## config.mk

```make
export PLATFORM = sky130hd
export DESIGN_NAME = alu_exec_unit_flat
export DESIGN_NICKNAME = d
export VERILOG_FILES = /design/src/rtl/alu_exec_unit_if.sv /design/src/rtl/alu_exec_unit.sv /design/src/flat_wrapper.sv
export SDC_FILE = /design/constraint.sdc
export NUM_CORES = 1
export LEC_CHECK = 0
export ABC_CLOCK_PERIOD_IN_PS = 5800
export BUFFER_PORTS_ARGS = -buffer_cell sky130_fd_sc_hd__buf_2
export CAP_MARGIN = 20
export CELL_PAD_IN_SITES_DETAIL_PLACEMENT = 1
export CELL_PAD_IN_SITES_GLOBAL_PLACEMENT = 2
export CORE_UTILIZATION = 34
export CTS_CLUSTER_SIZE = 25
export DETAILED_ROUTE_END_ITERATION = 8
export GPL_ROUTABILITY_DRIVEN = 0
export HOLD_SLACK_MARGIN = 0.06
export PLACE_DENSITY_LB_ADDON = 0.3
export SLEW_MARGIN = 20
export SYNTH_ARGS = -nofsm -noshare
export SYNTH_HDL_FRONTEND = slang
export SYNTH_SLANG_ARGS = --single-unit
```

## constraint.sdc

```tcl
create_clock -name clk -period 5.8 [get_ports clk]
set_clock_uncertainty 0.15 [all_clocks]
set_input_delay 0.58 -clock clk [delete_from_list [all_inputs] [get_ports clk]]
set_output_delay 0.58 -clock clk [all_outputs]
set_load 0.005 [all_outputs]
```

## src/rtl/alu_exec_unit_if.sv

```systemverilog
// Handshake and status bundle for alu_exec_unit.
// The slave modport is the ALU side; the master modport is the upstream/consumer side.
interface alu_exec_unit_if #(
    parameter int WIDTH = 32,
    parameter int CNT_W = 8
);
    logic             in_valid;
    logic             in_ready;
    logic [3:0]       ALU_control;
    logic [WIDTH-1:0] operand_a;
    logic [WIDTH-1:0] operand_b;
    logic             out_valid;
    logic             out_ready;
    logic [WIDTH-1:0] result;
    logic             zero;
    logic             op_err;
    logic             clear_err;
    logic             err_sticky;
    logic [CNT_W-1:0] err_count;

    modport slave (
        input  in_valid, ALU_control, operand_a, operand_b, out_ready, clear_err,
        output in_ready, out_valid, result, zero, op_err, err_sticky, err_count
    );

    modport master (
        output in_valid, ALU_control, operand_a, operand_b, out_ready, clear_err,
        input  in_ready, out_valid, result, zero, op_err, err_sticky, err_count
    );
endinterface

```

## src/rtl/alu_exec_unit.sv

```systemverilog
// Execute-stage ALU with a valid/ready input, a 2-entry result FIFO and
// sticky/saturating illegal-opcode status.
module alu_exec_unit #(
    parameter int WIDTH = 32,
    parameter int CNT_W = 8
) (
    input  logic           clk,
    input  logic           rst,
    alu_exec_unit_if.slave bus
);
    localparam logic [3:0] ALU_AND = 4'b0000;
    localparam logic [3:0] ALU_OR  = 4'b0001;
    localparam logic [3:0] ALU_ADD = 4'b0010;
    localparam logic [3:0] ALU_SUB = 4'b0110;
    localparam logic [3:0] ALU_ERR = 4'b1111;

    typedef enum logic [1:0] {
        OCC_EMPTY,
        OCC_ONE,
        OCC_FULL
    } occ_t;

    occ_t             r_occ;
    occ_t             w_occ_nxt;
    logic             r_head;
    logic             r_tail;
    logic [WIDTH-1:0] r_res  [2];
    logic             r_zero [2];
    logic             r_err  [2];
    logic             r_err_sticky;
    logic [CNT_W-1:0] r_err_count;

    logic             w_in_ready;
    logic             w_out_valid;
    logic             w_push;
    logic             w_pop;
    logic [WIDTH-1:0] w_res;
    logic             w_illegal;
    logic             w_zero;
    logic             w_cnt_sat;

    always_comb begin
        w_res     = '0;
        w_illegal = 1'b0;
        case (bus.ALU_control)
            ALU_ADD: w_res = bus.operand_a + bus.operand_b;
            ALU_SUB: w_res = bus.operand_a - bus.operand_b;
            ALU_AND: w_res = bus.operand_a & bus.operand_b;
            ALU_OR:  w_res = bus.operand_a | bus.operand_b;
            ALU_ERR: w_illegal = 1'b1;
            default: w_illegal = 1'b1;
        endcase
        w_zero = !w_illegal && (w_res == '0);
    end

    // in_ready depends only on registered occupancy (and rst), never on out_ready
    assign w_in_ready  = !rst && (r_occ != OCC_FULL);
    assign w_out_valid = (r_occ != OCC_EMPTY);
    assign w_push      = bus.in_valid && w_in_ready;
    assign w_pop       = w_out_valid && bus.out_ready;
    assign w_cnt_sat   = &r_err_count;

    always_comb begin
        w_occ_nxt = r_occ;
        case (r_occ)
            OCC_EMPTY: begin
                if (w_push) w_occ_nxt = OCC_ONE;
            end
            OCC_ONE: begin
                if (w_push && !w_pop)      w_occ_nxt = OCC_FULL;
                else if (!w_push && w_pop) w_occ_nxt = OCC_EMPTY;
            end
            OCC_FULL: begin
                if (w_pop) w_occ_nxt = OCC_ONE;
            end
            default: w_occ_nxt = OCC_EMPTY;
        endcase
    end

    always_ff @(posedge clk) begin
        if (rst) r_occ <= OCC_EMPTY;
        else     r_occ <= w_occ_nxt;
    end

    always_ff @(posedge clk) begin
        if (rst) begin
            r_head <= 1'b0;
            r_tail <= 1'b0;
            for (int unsigned i = 0; i < 2; i++) begin
                r_res[i]  <= '0;
                r_zero[i] <= 1'b0;
                r_err[i]  <= 1'b0;
            end
        end else begin
            if (w_push) begin
                r_res[r_tail]  <= w_res;
                r_zero[r_tail] <= w_zero;
                r_err[r_tail]  <= w_illegal;
                r_tail         <= ~r_tail;
            end
            if (w_pop) r_head <= ~r_head;
        end
    end

    // An accepted illegal op takes priority over clear_err, restarting the count at 1
    always_ff @(posedge clk) begin
        if (rst) begin
            r_err_sticky <= 1'b0;
            r_err_count  <= '0;
        end else if (w_push && w_illegal) begin
            r_err_sticky <= 1'b1;
            if (bus.clear_err)  r_err_count <= CNT_W'(1);
            else if (!w_cnt_sat) r_err_count <= r_err_count + CNT_W'(1);
        end else if (bus.clear_err) begin
            r_err_sticky <= 1'b0;
            r_err_count  <= '0;
        end
    end

    assign bus.in_ready   = w_in_ready;
    assign bus.out_valid  = w_out_valid;
    assign bus.result     = w_out_valid ? r_res[r_head]  : '0;
    assign bus.zero       = w_out_valid ? r_zero[r_head] : 1'b0;
    assign bus.op_err     = w_out_valid ? r_err[r_head]  : 1'b0;
    assign bus.err_sticky = r_err_sticky;
    assign bus.err_count  = r_err_count;
endmodule

```

## src/flat_wrapper.sv

```systemverilog
// flat-port wrapper written by rule: the top's interface ports become plain ports
module alu_exec_unit_flat 
#(
    parameter int WIDTH = 32,
    parameter int CNT_W = 8
)
  (clk, rst, bus_in_valid, bus_ALU_control, bus_operand_a, bus_operand_b, bus_out_ready, bus_clear_err, bus_in_ready, bus_out_valid, bus_result, bus_zero, bus_op_err, bus_err_sticky, bus_err_count);
  alu_exec_unit_if #(.WIDTH(WIDTH), .CNT_W(CNT_W)) bus_i ();
  input  logic clk;
  input  logic rst;
  input wire logic [$bits(bus_i.in_valid)-1:0] bus_in_valid;
  input wire logic [$bits(bus_i.ALU_control)-1:0] bus_ALU_control;
  input wire logic [$bits(bus_i.operand_a)-1:0] bus_operand_a;
  input wire logic [$bits(bus_i.operand_b)-1:0] bus_operand_b;
  input wire logic [$bits(bus_i.out_ready)-1:0] bus_out_ready;
  input wire logic [$bits(bus_i.clear_err)-1:0] bus_clear_err;
  output wire logic [$bits(bus_i.in_ready)-1:0] bus_in_ready;
  output wire logic [$bits(bus_i.out_valid)-1:0] bus_out_valid;
  output wire logic [$bits(bus_i.result)-1:0] bus_result;
  output wire logic [$bits(bus_i.zero)-1:0] bus_zero;
  output wire logic [$bits(bus_i.op_err)-1:0] bus_op_err;
  output wire logic [$bits(bus_i.err_sticky)-1:0] bus_err_sticky;
  output wire logic [$bits(bus_i.err_count)-1:0] bus_err_count;
  assign bus_i.in_valid = bus_in_valid;
  assign bus_i.ALU_control = bus_ALU_control;
  assign bus_i.operand_a = bus_operand_a;
  assign bus_i.operand_b = bus_operand_b;
  assign bus_i.out_ready = bus_out_ready;
  assign bus_i.clear_err = bus_clear_err;
  assign bus_in_ready = bus_i.in_ready;
  assign bus_out_valid = bus_i.out_valid;
  assign bus_result = bus_i.result;
  assign bus_zero = bus_i.zero;
  assign bus_op_err = bus_i.op_err;
  assign bus_err_sticky = bus_i.err_sticky;
  assign bus_err_count = bus_i.err_count;
  alu_exec_unit #(.WIDTH(WIDTH), .CNT_W(CNT_W)) u_core (.clk(clk), .rst(rst), .bus(bus_i));
endmodule
```

# ---- Word-level counts from Yosys, hierarchy flattened
# Memories as Yosys holds them, arrays and structs flattened. A register that Yosys moved wholly into a read port is not among the register bits.
# Cells that the tools add are included.
dict set report op_classes {
  n_addsub 3
  multipliers 0
  n_div 0
  n_lt_le_gt_ge 0
  n_eq_ne 10
  shifts 0
  n_mux 36
  bitwise 4
  reduce_logical 22
}
# cell n
set ops {}
lappend ops {{32-bit case mux with 4 select lines} 1}
lappend ops {{32-bit two-way mux} 2}
lappend ops {{32-bit adder} 1}
lappend ops {{32-bit AND} 1}
lappend ops {{32-bit logical NOT} 1}
lappend ops {{8-bit two-way mux} 4}
lappend ops {{32-bit bitwise OR} 1}
lappend ops {{32-bit OR reduction} 1}
lappend ops {{32-bit subtractor} 1}
lappend ops {{1-bit two-way mux} 24}
lappend ops {{8-bit by 1-bit adder with 8-bit output, second input constant} 1}
lappend ops {{2-bit two-way mux} 4}
lappend ops {{8-bit AND reduction} 1}
lappend ops {{1-bit logical AND} 7}
lappend ops {{2-bit case mux with 3 select lines} 1}
lappend ops {{4-bit by 1-bit equality test with 1-bit output, second input constant} 1}
lappend ops {{4-bit by 2-bit equality test with 1-bit output, second input constant} 1}
lappend ops {{4-bit by 3-bit equality test with 1-bit output, second input constant} 1}
lappend ops {{4-bit logical NOT} 1}
lappend ops {{2-bit by 1-bit inequality test with 1-bit output, second input constant} 2}
lappend ops {{2-bit inequality test, second input constant} 2}
lappend ops {{2-bit nonzero test} 2}
lappend ops {{4-bit OR reduction} 1}
lappend ops {{1-bit logical NOT} 3}
lappend ops {{other kinds (8)} 10}
dict set report totals {
  ff_bits 13
  latch_bits 0
  ramBits 68
  romBits 0
  wordCells 83
  mem_count 3
}
# memory depth word_bits read_ports rd_clocked_by_memory_dff wr line_no
set memory_table {}
lappend memory_table {u_core.r_res 2 32 1 1 2 alu_exec_unit.sv:27} ;# logic [WIDTH-1:0] r_res [2];
lappend memory_table {u_core.r_err 2 1 1 1 2 alu_exec_unit.sv:29} ;# logic r_err [2];
lappend memory_table {u_core.r_zero 2 1 1 1 2 alu_exec_unit.sv:28} ;# logic r_zero [2];

# ---- Longest topological paths before layout
# Gate-level depths: netlist of run 1.
dict set report logic_depth {
  ltp_word 8
  depth_mapped 20
}

# ---- Worst setup path after synthesis of run 1
# Ideal clock, no wire load.
dict set report synth_path {
  path_type {input -> register}
  start {input bus_ALU_control[0]}
  end {memory u_core.r_zero[0] (data pin)}
  arrival_time_ps 4357
  required_time_ps 5474
  setup_slack_ps 1117
  path_stages 18
  n_path_buf 3
  path_cell_list {inv_1 and3_1 clkbuf_1 clkbuf_1 nand2_1 clkbuf_1 nand2_1 o21ai_0 fa_1 nand2b_1 a211oi_2 o21ai_1 a2111oi_1 o21ai_1 a31o_2 a211oi_1 nand4_1 nor4_1}
}
# element line_no
set synth_lines {}
lappend synth_lines {{start, declared} flat_wrapper.sv:12} ;# input wire logic [$bits(bus_i.ALU_control)-1:0] bus_ALU_control;
lappend synth_lines {{end, declared} alu_exec_unit.sv:28}

==> impl_metrics.tcl, run 1 <==
set metrics [dict create \
    cp-start-kind "primary input" \
    hold_buffers 0 \
    clkTransAtPathRegs_ps 60 \
    fin_hold_ws_ps 317 \
    muxShareOfSynthArea 0.0562 \
    syn_to_final_growth_pct 16.0 \
    syn_area_um2 6950 \
    crit_arrival_ps 4890 \
    r2r_start "u_core.r_occ[0]" \
    startpoint "bus_operand_b[14]" \
    syn_inst 835 \
    whs_path_depth 2 \
    worstSetupEndpointType "flip-flop" \
    portBuffers 117 \
    final_common_cell "nor2_1" \
    start_util 0.352 \
    min-delay-start "u_core.bus.err_sticky" \
    rsz0062_at_grt "false" \
    grt_max_degree 38 \
    vias_per_cell 5.52 \
    holdPathEnd "u_core.bus.err_sticky" \
    layout-drive-gt1-share 0.169 \
    drc 0 \
    synth_cell_types 66 \
    crit_required_ps 5800 \
    cap_violations 0 \
    relSlewSlack 0.251 \
    dieArea_um2 21000 \
    synth_top_family_by_area "simple AND/OR/NAND/NOR gates" \
    synth-compound-area-share 0.196 \
    maxSlewViolCount 0 \
    hold_viol_final 0 \
    routed-via-count 6623 \
    reg2reg_to "u_core.r_res[0][11]" \
    cts_resized 0 \
    die_w_um 145 \
    ios 118 \
    yosys_warnings 0 \
    grt_pass1_wl_um 38000 \
    final_cell_mix "nor2_1, buf_2, a21oi_1, edfxtp_1, nand2_1" \
    post-cts-setup-buffer-count 0 \
    track_usage 0.230 \
    antenna_found_initial 0 \
    async_flop_share 0 \
    synth-simple-area-share 0.212 \
    ir_drop_mv 0.149 \
    clk_path_buf_depth 2 \
    insertion_delay_ps 330 \
    htreeDepth 3 \
    timing.final.crit_share 0.843 \
    synth_xor_area_frac 0.0704 \
    cts_root_buf "clkbuf_16" \
    synth_edf_count 68 \
    setup_tns_ps 0 \
    ant_nets 0 \
    routed_wl_um 23600 \
    cts_made_buffers 9 \
    fin_nets 1039 \
    p_per_area_nw_per_um2 216 \
    status "completed" \
    yosysSeqAreaShare 0.334 \
    die_h_um 145 \
    cts_tree "yes" \
    dp.cells 1184 \
    n_antenna_cell 0 \
    drt_iter0_markers 354 \
    layout.cells.non_filler 1200 \
    rrSetupSlack_ps 3270 \
    overflow 0 \
    synth_fa_ha_area_frac 0.0947 \
    fin_util 0.409 \
    setup_violations 0 \
    reg2regPathDepth 6 \
    synth-seq-cells 82 \
    critical_path.max_fanout 8 \
    fp.coreArea_um2 19700 \
    wl_per_cell_um 19.6 \
    crit_type "in -> reg" \
    max_freq_mhz 205 \
    grt_pass1_vias 6877 \
    period_minus_slack_ps 4890 \
    hpwl_um 18400 \
    synth-main-ff-cell "edfxtp_1" \
    p_leak_nw 3.15 \
    cts.sinks 82 \
    post_synth.cell_area_avg_um2 8.32 \
    synth_fp_nets 944 \
    tightestPinTransition_ps 1120 \
    first_pass_iters 4 \
    hold_class "reg -> reg" \
    placement_rows 51 \
]
worst max path at each step:
stage / endpoint / slack (ps) / cells after the start
2_1_floorplan: u_core.r_zero[0] / 1120 / 18
3_3_place_gp: u_core.r_zero[1] / 640 / 18
3_5_place_dp: u_core.r_zero[0] / 590 / 18
4_1_cts: u_core.r_zero[0] / 910 / 18
5_1_grt: u_core.r_zero[0] / 550 / 19
6_report: u_core.r_zero[0] / 910 / 18
logic make-up (layout without fill, tap and decap cells):
family | after synthesis | in the layout
mux | 39 | 39
buf+inv | 67 | 167
simple gates | 321 | 321
flops | 82 | 82
compound gates | 215 | 215
fa+ha+maj | 56 | 56
xor+xnor | 55 | 55
power breakdown:
group / total, W / internal [W] / leakage [nW] / switching, W
Clock: 0.000500 / 0.000284 / 0.132 / 0.000216
Sequential: 0.000690 / 0.000670 / 0.828 / 0.0000206
Combinational: 0.000555 / 0.000207 / 2.19 / 0.000347
Total: 0.00174 / 0.00116 / 3.15 / 0.000584
synthesized netlist by cell type (all sizes together), types with 4 or more instances:
library cell	instances	area, µm²
nor2	161	604
o211ai	5	37.5
o31ai	4	30.0
dfxtp	14	280
nor2b	6	37.5
maj3	20	200
a2111oi	4	36.3
o21bai	4	30.0
a211oi	9	72.6
o41ai	4	35.0
xnor2	29	262
mux2i	39	390
ha	35	438
a31oi	9	56.3
a21o	10	75.1
and3	7	43.8
xor2	26	228
o21ai	53	265
nand3	9	45.0
clkbuf	42	158
nor4	13	81.3
o21a	5	37.5
nand2b	8	50.1
a21oi	68	340
nor3	18	90.1
edfxtp	68	2040
nand4	20	125
or3	5	31.3
buf	5	20.0
nand2	56	210
inv	20	75.1
a22oi	14	105
routing by layer:
| metal | GRT usage | share of wire | vias to the layer above |
|---|---|---|---|
| li1 | - | - | 3254 |
| met1 | 0.306 | 0.48 | 3234 |
| met2 | 0.390 | 0.47 | 114 |
| met3 | 0.0248 | 0.033 | 21 |
| met4 | 0.0697 | 0.018 | 0 |
| met5 | 0 | 0 | - |
state kept, by name (all words and copies together) (netlist names), named ones only:
register and cells:
u_core.r_res 64, u_core.bus.err_count 8, u_core.r_err 2, u_core.r_occ 2, u_core.r_head 1, u_core.bus.err_sticky 1, u_core.r_tail 1, u_core.r_zero 2
critical path, stage by stage:
cell      delay (ps)
buf_2            120
or4_4            550
or4_4            440
nor2_1           290
nand3b_1         180
nor4_1           390
nor2_1           110
xnor2_1          140
ha_1             430
nand2_1           80
nor2_1           150
nand3_1          130
nor2_1           120
o21ai_1          120
a21oi_1          170
o31ai_1          140
or4bb_1          550
nor4_1           190
through the flow:
stage / power [W] / setup WS [ps] / cell area (µm²)
2_1_floorplan: 0.00106 / 1120 / 6950
3_3_place_gp: 0.00125 / 642 / 7800
3_5_place_dp: 0.00125 / 594 / 7800
4_1_cts: 0.00176 / 911 / 8060
5_1_grt: 0.00185 / 547 / 8060
6_report: 0.00174 / 911 / 8060
cell type report:
class                           instances  area, µm²
Clock inverter                          7       36.3
Fill cell                            2388      11700
Timing Repair Buffer                  131        691
Clock buffer                            9        225
Inverter                               20       75.1
Sequential cell                        82       2320
Multi-Input combinational cell        686       4380
Tap cell                              265        332
Note: power is estimated with default switching activity, not from simulation.
==> inputs of run 2 (changes only) <==
--- a/config.mk
+++ b/config.mk
@@ -5,12 +5,12 @@
 export SDC_FILE = /design/constraint.sdc
 export NUM_CORES = 1
 export LEC_CHECK = 0
-export ABC_CLOCK_PERIOD_IN_PS = 5800
+export ABC_CLOCK_PERIOD_IN_PS = 4300
 export BUFFER_PORTS_ARGS = -buffer_cell sky130_fd_sc_hd__buf_2
 export CAP_MARGIN = 20
 export CELL_PAD_IN_SITES_DETAIL_PLACEMENT = 1
 export CELL_PAD_IN_SITES_GLOBAL_PLACEMENT = 2
-export CORE_UTILIZATION = 34
+export CORE_UTILIZATION = 31
 export CTS_CLUSTER_SIZE = 25
 export DETAILED_ROUTE_END_ITERATION = 8
 export GPL_ROUTABILITY_DRIVEN = 0
==> constraint.sdc (replaced) <==
create_clock -name clk -period 4.3 [get_ports clk]
set_clock_uncertainty 0.15 [all_clocks]
set_input_delay 0.43 -clock clk [delete_from_list [all_inputs] [get_ports clk]]
set_output_delay 0.43 -clock clk [all_outputs]
set_load 0.005 [all_outputs]
==> run 2 against run 1 <==
The flow now finishes with violations (setup timing). Flip-flop and latch count did not move. Routed wire length rose by 10%. Setup slack got worse by 940 ps. First-iteration DRC count fell by 5.9%. Cell area rose by 19%. Count of clock-buffer cells in the layout rose by 5. Total power rose by 57%. Largest power group is now combinational cells.
==> impl_metrics.tcl, run 2 (synthesized netlist as in run 1, its figures left out) <==
set metrics [dict create \
    p_comb_frac 0.365 \
    dieArea_um2 23000 \
    grt_pass1_vias 7295 \
    worstSetupEndpointType "flip-flop" \
    tightestPinTransition_ps 1090 \
    p_leak_nw 4.03 \
    fin_ws_ps -26.7 \
    grt_max_degree 38 \
    internal_power_w 0.00187 \
    seqCellArea_um2 2320 \
    regMostFlops "u_core.r_res" \
    htreeDepth 3 \
    insertion_delay_ps 340 \
    ant_nets 0 \
    layout-drive-gt1-share 0.330 \
    crit_type "in -> reg" \
    setup_tns_ps -50.0 \
    status "finished with violations" \
    cts_root_buf "clkbuf_16" \
    setup_violations 2 \
    cts_made_buffers 9 \
    die_h_um 152 \
    fin_nets 1199 \
    drc 0 \
    wl_per_cell_um 18.9 \
    startpoint "bus_operand_b[12]" \
    layout.cells.non_filler 1375 \
    relSlewSlack 0.270 \
    portBuffers 117 \
    placement_rows 54 \
    p_sw_w 0.000874 \
    largest_reg_flops 64 \
    multiInputGateArea_um2 4640 \
    period_minus_slack_ps 4330 \
    clk_path_buf_depth 2 \
    violations "setup timing" \
    clkTransAtPathRegs_ps 60 \
    first_pass_iters 5 \
    cts_tree "yes" \
    timing.final.crit_share 1.01 \
    pwr-share-clk 0.296 \
    antenna_found_initial 0 \
    overflow 0 \
    hold_viol_final 0 \
    ios 118 \
    drt_iter0_markers 333 \
    nFillCells 2666 \
    p_sw_frac 0.318 \
    dp.cells 1352 \
    syn_to_final_growth_pct 38.6 \
    rsz0062_at_grt "true" \
    routed_wl_um 25900 \
    die_w_um 152 \
    track_usage 0.229 \
    maxSlewViolCount 0 \
    r2r_start "u_core.r_occ[0]" \
    p_per_area_nw_per_um2 285 \
    n_antenna_cell 0 \
    hpwl_um 20600 \
    fp.coreArea_um2 21900 \
    cts.sinks 82 \
    vias_per_cell 5.29 \
    crit_arrival_ps 4340 \
    p_seq_frac 0.339 \
    rrSetupSlack_ps 1660 \
    critical_path.max_fanout 4 \
    grt_pass1_wl_um 40000 \
    cap_violations 0 \
    ir_drop_mv 0.195 \
    start_util 0.317 \
    cp-start-kind "primary input" \
    final_cell_mix "buf_4, nor2_1, buf_2" \
    min-delay-start "bus_out_ready" \
    crit_required_ps 4310 \
    max_freq_mhz 231 \
    routed-via-count 7270 \
    final_common_cell "buf_4" \
    hold_class "in -> reg" \
]
[run 2: cell types whose count changed in the layout (fill, tap and decap cells not counted), moves of 6 or more]
cell | before | now
buf_4 | 14 | 172
o21ai_0 | 49 | 39
a21oi_1 | 68 | 61
a21oi_2 | 0 | 7
o21ai_1 | 4 | 10
[run 2: worst max-delay path: stages]
cell and delay [ps]:
buf_6 90, or4_4 530, or4_4 460, nor2_4 120, buf_6 110, nand3b_1 200
nor4_4 240, a21oi_1 130, xnor2_1 140, ha_1 310, buf_4 150, a21oi_1 140
nor2_1 60, a211o_1 290, a31oi_2 170, xnor2_1 90, a22oi_2 210, nand4_1 170
nor4_2 300
[run 2: cell type report]
type	count	area share
clock inverters	2	0.00117
repair buffers	291	0.198
inverters	20	0.00779
well taps	280	0.0364
multi-input cells	686	0.482
flip-flops and latches	82	0.241
clock buffers	14	0.0329
[run 2: what timing repair did]
item / CTS / global route
endpoints found under the setup margin: 8 / 14
buffers inserted: 3 / 4
resized for setup: 26 / 33
hold buffers: 0 / 0
pin swaps: 15 / 9
gates cloned: 0 / 0
[run 2: power by group through the flow]
stage	logic (W)	clock network [W]	registers (W)
floorplan	0.000501	0	0.000930
global placement	0.000933	0	0.000945
detailed placement	0.000948	0	0.000949
CTS	0.000975	0.000825	0.000932
global route	0.00109	0.000847	0.000937
finish	0.00100	0.000811	0.000932
[run 2: metal layers]
layer	global-route usage	wire length, µm	vias to the layer above
li1	-	-	3563
met2	0.395	12700	98
met1	0.310	12300	3592
met3	0.0156	562	17
met5	0	0	-
met4	0.0515	369	0
[run 2: per-stage QoR]
stage	cell area [µm²]	util	hold WS (ps)	power (W)	setup WS (ps)
floorplan	6980	-	312	0.00143	2.73
global placement	9000	0.411	311	0.00188	-527
detailed placement	9000	0.411	321	0.00190	-601
CTS	9470	0.432	166	0.00273	7.29
global route	9630	0.440	189	0.00288	-212
finish	9630	0.440	175	0.00274	-26.7
[run 2: worst paths after layout]
| check | endpoint | depth (start not counted) |
|---|---|---|
| worst min-delay path | u_core.r_occ[1] | 2 |
| worst min register to register | u_core.bus.err_sticky | 2 |
| worst max register to register | u_core.r_zero[0] | 7 |
| worst max-delay path | u_core.r_zero[0] | 19 |
==> inputs of run 3 (changes only) <==
--- a/config.mk
+++ b/config.mk
@@ -5,16 +5,15 @@
 export SDC_FILE = /design/constraint.sdc
 export NUM_CORES = 1
 export LEC_CHECK = 0
-export ABC_CLOCK_PERIOD_IN_PS = 4300
-export BUFFER_PORTS_ARGS = -buffer_cell sky130_fd_sc_hd__buf_2
+export ABC_CLOCK_PERIOD_IN_PS = 4760
 export CAP_MARGIN = 20
 export CELL_PAD_IN_SITES_DETAIL_PLACEMENT = 1
 export CELL_PAD_IN_SITES_GLOBAL_PLACEMENT = 2
-export CORE_UTILIZATION = 31
+export CORE_UTILIZATION = 39
 export CTS_CLUSTER_SIZE = 25
 export DETAILED_ROUTE_END_ITERATION = 8
+export DONT_BUFFER_PORTS = 1
 export GPL_ROUTABILITY_DRIVEN = 0
-export HOLD_SLACK_MARGIN = 0.06
 export PLACE_DENSITY_LB_ADDON = 0.3
 export SLEW_MARGIN = 20
 export SYNTH_ARGS = -nofsm -noshare
==> constraint.sdc (replaced) <==
create_clock -name clk -period 4.76 [get_ports clk]
set_clock_uncertainty 0.15 [all_clocks]
set_input_delay 0.476 -clock clk [delete_from_list [all_inputs] [get_ports clk]]
set_output_delay 0.476 -clock clk [all_outputs]
set_load 0.005 [all_outputs]
==> run 3 against run 2 <==
The run now ends clean. Highest routed layer unchanged. Non-clock buffer count fell by 252. Largest power group is now sequential cells. Setup slack improved by 260 ps. Count of clock-buffer cells in the layout rose by 1.
==> impl_metrics.tcl, run 3 (synthesized netlist as in run 1, its figures left out) <==
set metrics [dict create \
    status "completed" \
    regMostFlops "u_core.r_res" \
    track_usage 0.258 \
    n_antenna_cell 0 \
    hold_class "in -> reg" \
    clkTransAtPathRegs_ps 60 \
    maxSlewViolCount 0 \
    rrSetupSlack_ps 2150 \
    cp_slowest_cell "or4_4" \
    final_cell_mix "nor2_1, a21oi_1, edfxtp_1" \
    overflow 0 \
    tightestPinTransition_ps 1060 \
    r2r_start "u_core.r_occ[0]" \
    layout.cells.non_filler 1068 \
    crit_required_ps 4760 \
    hpwl_um 18500 \
    fin_util 0.442 \
    grt_pass1_vias 6685 \
    drc 0 \
    layout-drive-gt1-share 0.0819 \
    crit_family "simple AND/OR/NAND/NOR gates" \
    cts_tree "yes" \
    dp_slack_ps -142 \
    placement_rows 48 \
    cpPeakStageDelay_ps 540 \
    final_common_cell "nor2_1" \
    clk_path_buf_depth 2 \
    fin_area_um2 7680 \
    timing.final.crit_share 0.951 \
    relSlewSlack 0.295 \
    path_cells "or4_4 > or4_4 > nand2b_1 > o41ai_2 > xor2_1 > ha_1 > nand2_1 > o21ai_0 > buf_4 > a21oi_1 > a21oi_1 > a31oi_1 > xnor2_1 > a22oi_1 > nand4_1 > nor4_1" \
    ir_drop_mv 0.285 \
    cp_num_buf_inv 1 \
    first_pass_iters 4 \
    antenna_found_initial 0 \
    grt_max_degree 39 \
    portBuffers 0 \
    wl_per_cell_um 22.0 \
    p_per_area_nw_per_um2 280 \
    hold_viol_final 0 \
    cts.sinks 82 \
    reg2regPathDepth 8 \
    routed-via-count 6556 \
    cp-start-kind "primary input" \
    die_h_um 135 \
    dieArea_um2 18400 \
    htreeDepth 3 \
    cap_violations 0 \
    nFillCells 2061 \
    whs_path_depth 1 \
    holdPathEnd "u_core.r_tail" \
    grt_pass1_wl_um 36400 \
    fin_ws_ps 232 \
    syn_to_final_growth_pct 10.5 \
    start_util 0.400 \
    insertion_delay_ps 340 \
    fp.coreArea_um2 17400 \
    worstSetupEndpointType "flip-flop" \
    dp.cells 1052 \
    crit_type "in -> reg" \
    ant_nets 0 \
    cts_made_buffers 9 \
    critical_path.max_fanout 5 \
    crit_arrival_ps 4530 \
    routed_wl_um 23500 \
    post-cts-setup-buffer-count 0 \
    largest_reg_flops 64 \
    hold_buffers 0 \
    die_w_um 135 \
    drt_iter0_markers 356 \
    fin_nets 947 \
    period_minus_slack_ps 4530 \
    cts_resized 0 \
    reg2reg_to "u_core.bus.err_count[6]" \
    setup_violations 0 \
    max_freq_mhz 221 \
    min-delay-start "rst" \
    ios 118 \
    cts_root_buf "clkbuf_16" \
    placedInstanceArea_um2 7350 \
    p_total_w 0.00215 \
    p_leak_nw 2.78 \
    vias_per_cell 6.14 \
]
-- run 3: cell count changes in the layout (fill, tap and decap cells not counted), sizes merged --
cell	previous run	this run
inv	21	20
clkbuf	14	15
buf	291	39
-- run 3: layer usage --
metal / track usage / share of wire / wire, µm / up-vias
met3: 0.0329 / 0.045 / 1070 / 39
met2: 0.436 / 0.49 / 11500 / 184
met1: 0.337 / 0.44 / 10300 / 3274
met4: 0.0930 / 0.029 / 673 / 0
met5: 0 / 0 / 0 / -
li1: - / - / - / 3059
-- run 3: final cells by class --
type                       count  area, µm²  area share
timing repair buffer          39        293      0.0381
inverter                      20       75.1     0.00978
multi-input combinational    686       4400       0.573
clock buffer                  15        299      0.0389
sequential                    82       2320       0.303
clock inverter                 1       5.00    0.000652
tap                          225        282      0.0367
-- run 3: worst max path at each step --
stage	startpoint	to	slack, ps	depth (start not counted)
5_1_grt	bus_operand_b[14]	u_core.r_zero[0]	-40	15
3_5_place_dp	bus_operand_b[14]	u_core.r_zero[1]	-140	15
6_report	bus_operand_b[14]	u_core.r_zero[1]	230	16
3_3_place_gp	bus_operand_b[14]	u_core.r_zero[0]	-150	15
4_1_cts	bus_operand_b[14]	u_core.r_zero[1]	200	16
2_1_floorplan	bus_ALU_control[0]	u_core.r_zero[0]	180	18
-- run 3: per-stage QoR --
| stage | TNS [ps] | hold slack, ps |
|---|---|---|
| finish | 0 | 52.0 |
| global placement | -249 | 321 |
| CTS | 0 | 34.7 |
| detailed placement | -286 | 354 |
| floorplan | 0 | 312 |
| global route | -42.0 | 35.4 |
-- run 3: report_power, final --
part           switching [W]  total (W)  leakage (nW)  internal (W)
Clock               0.000257   0.000684         0.151      0.000427
Combinational       0.000381   0.000623          1.80      0.000242
Sequential         0.0000258   0.000842         0.828      0.000816
Total               0.000664    0.00215          2.78       0.00149
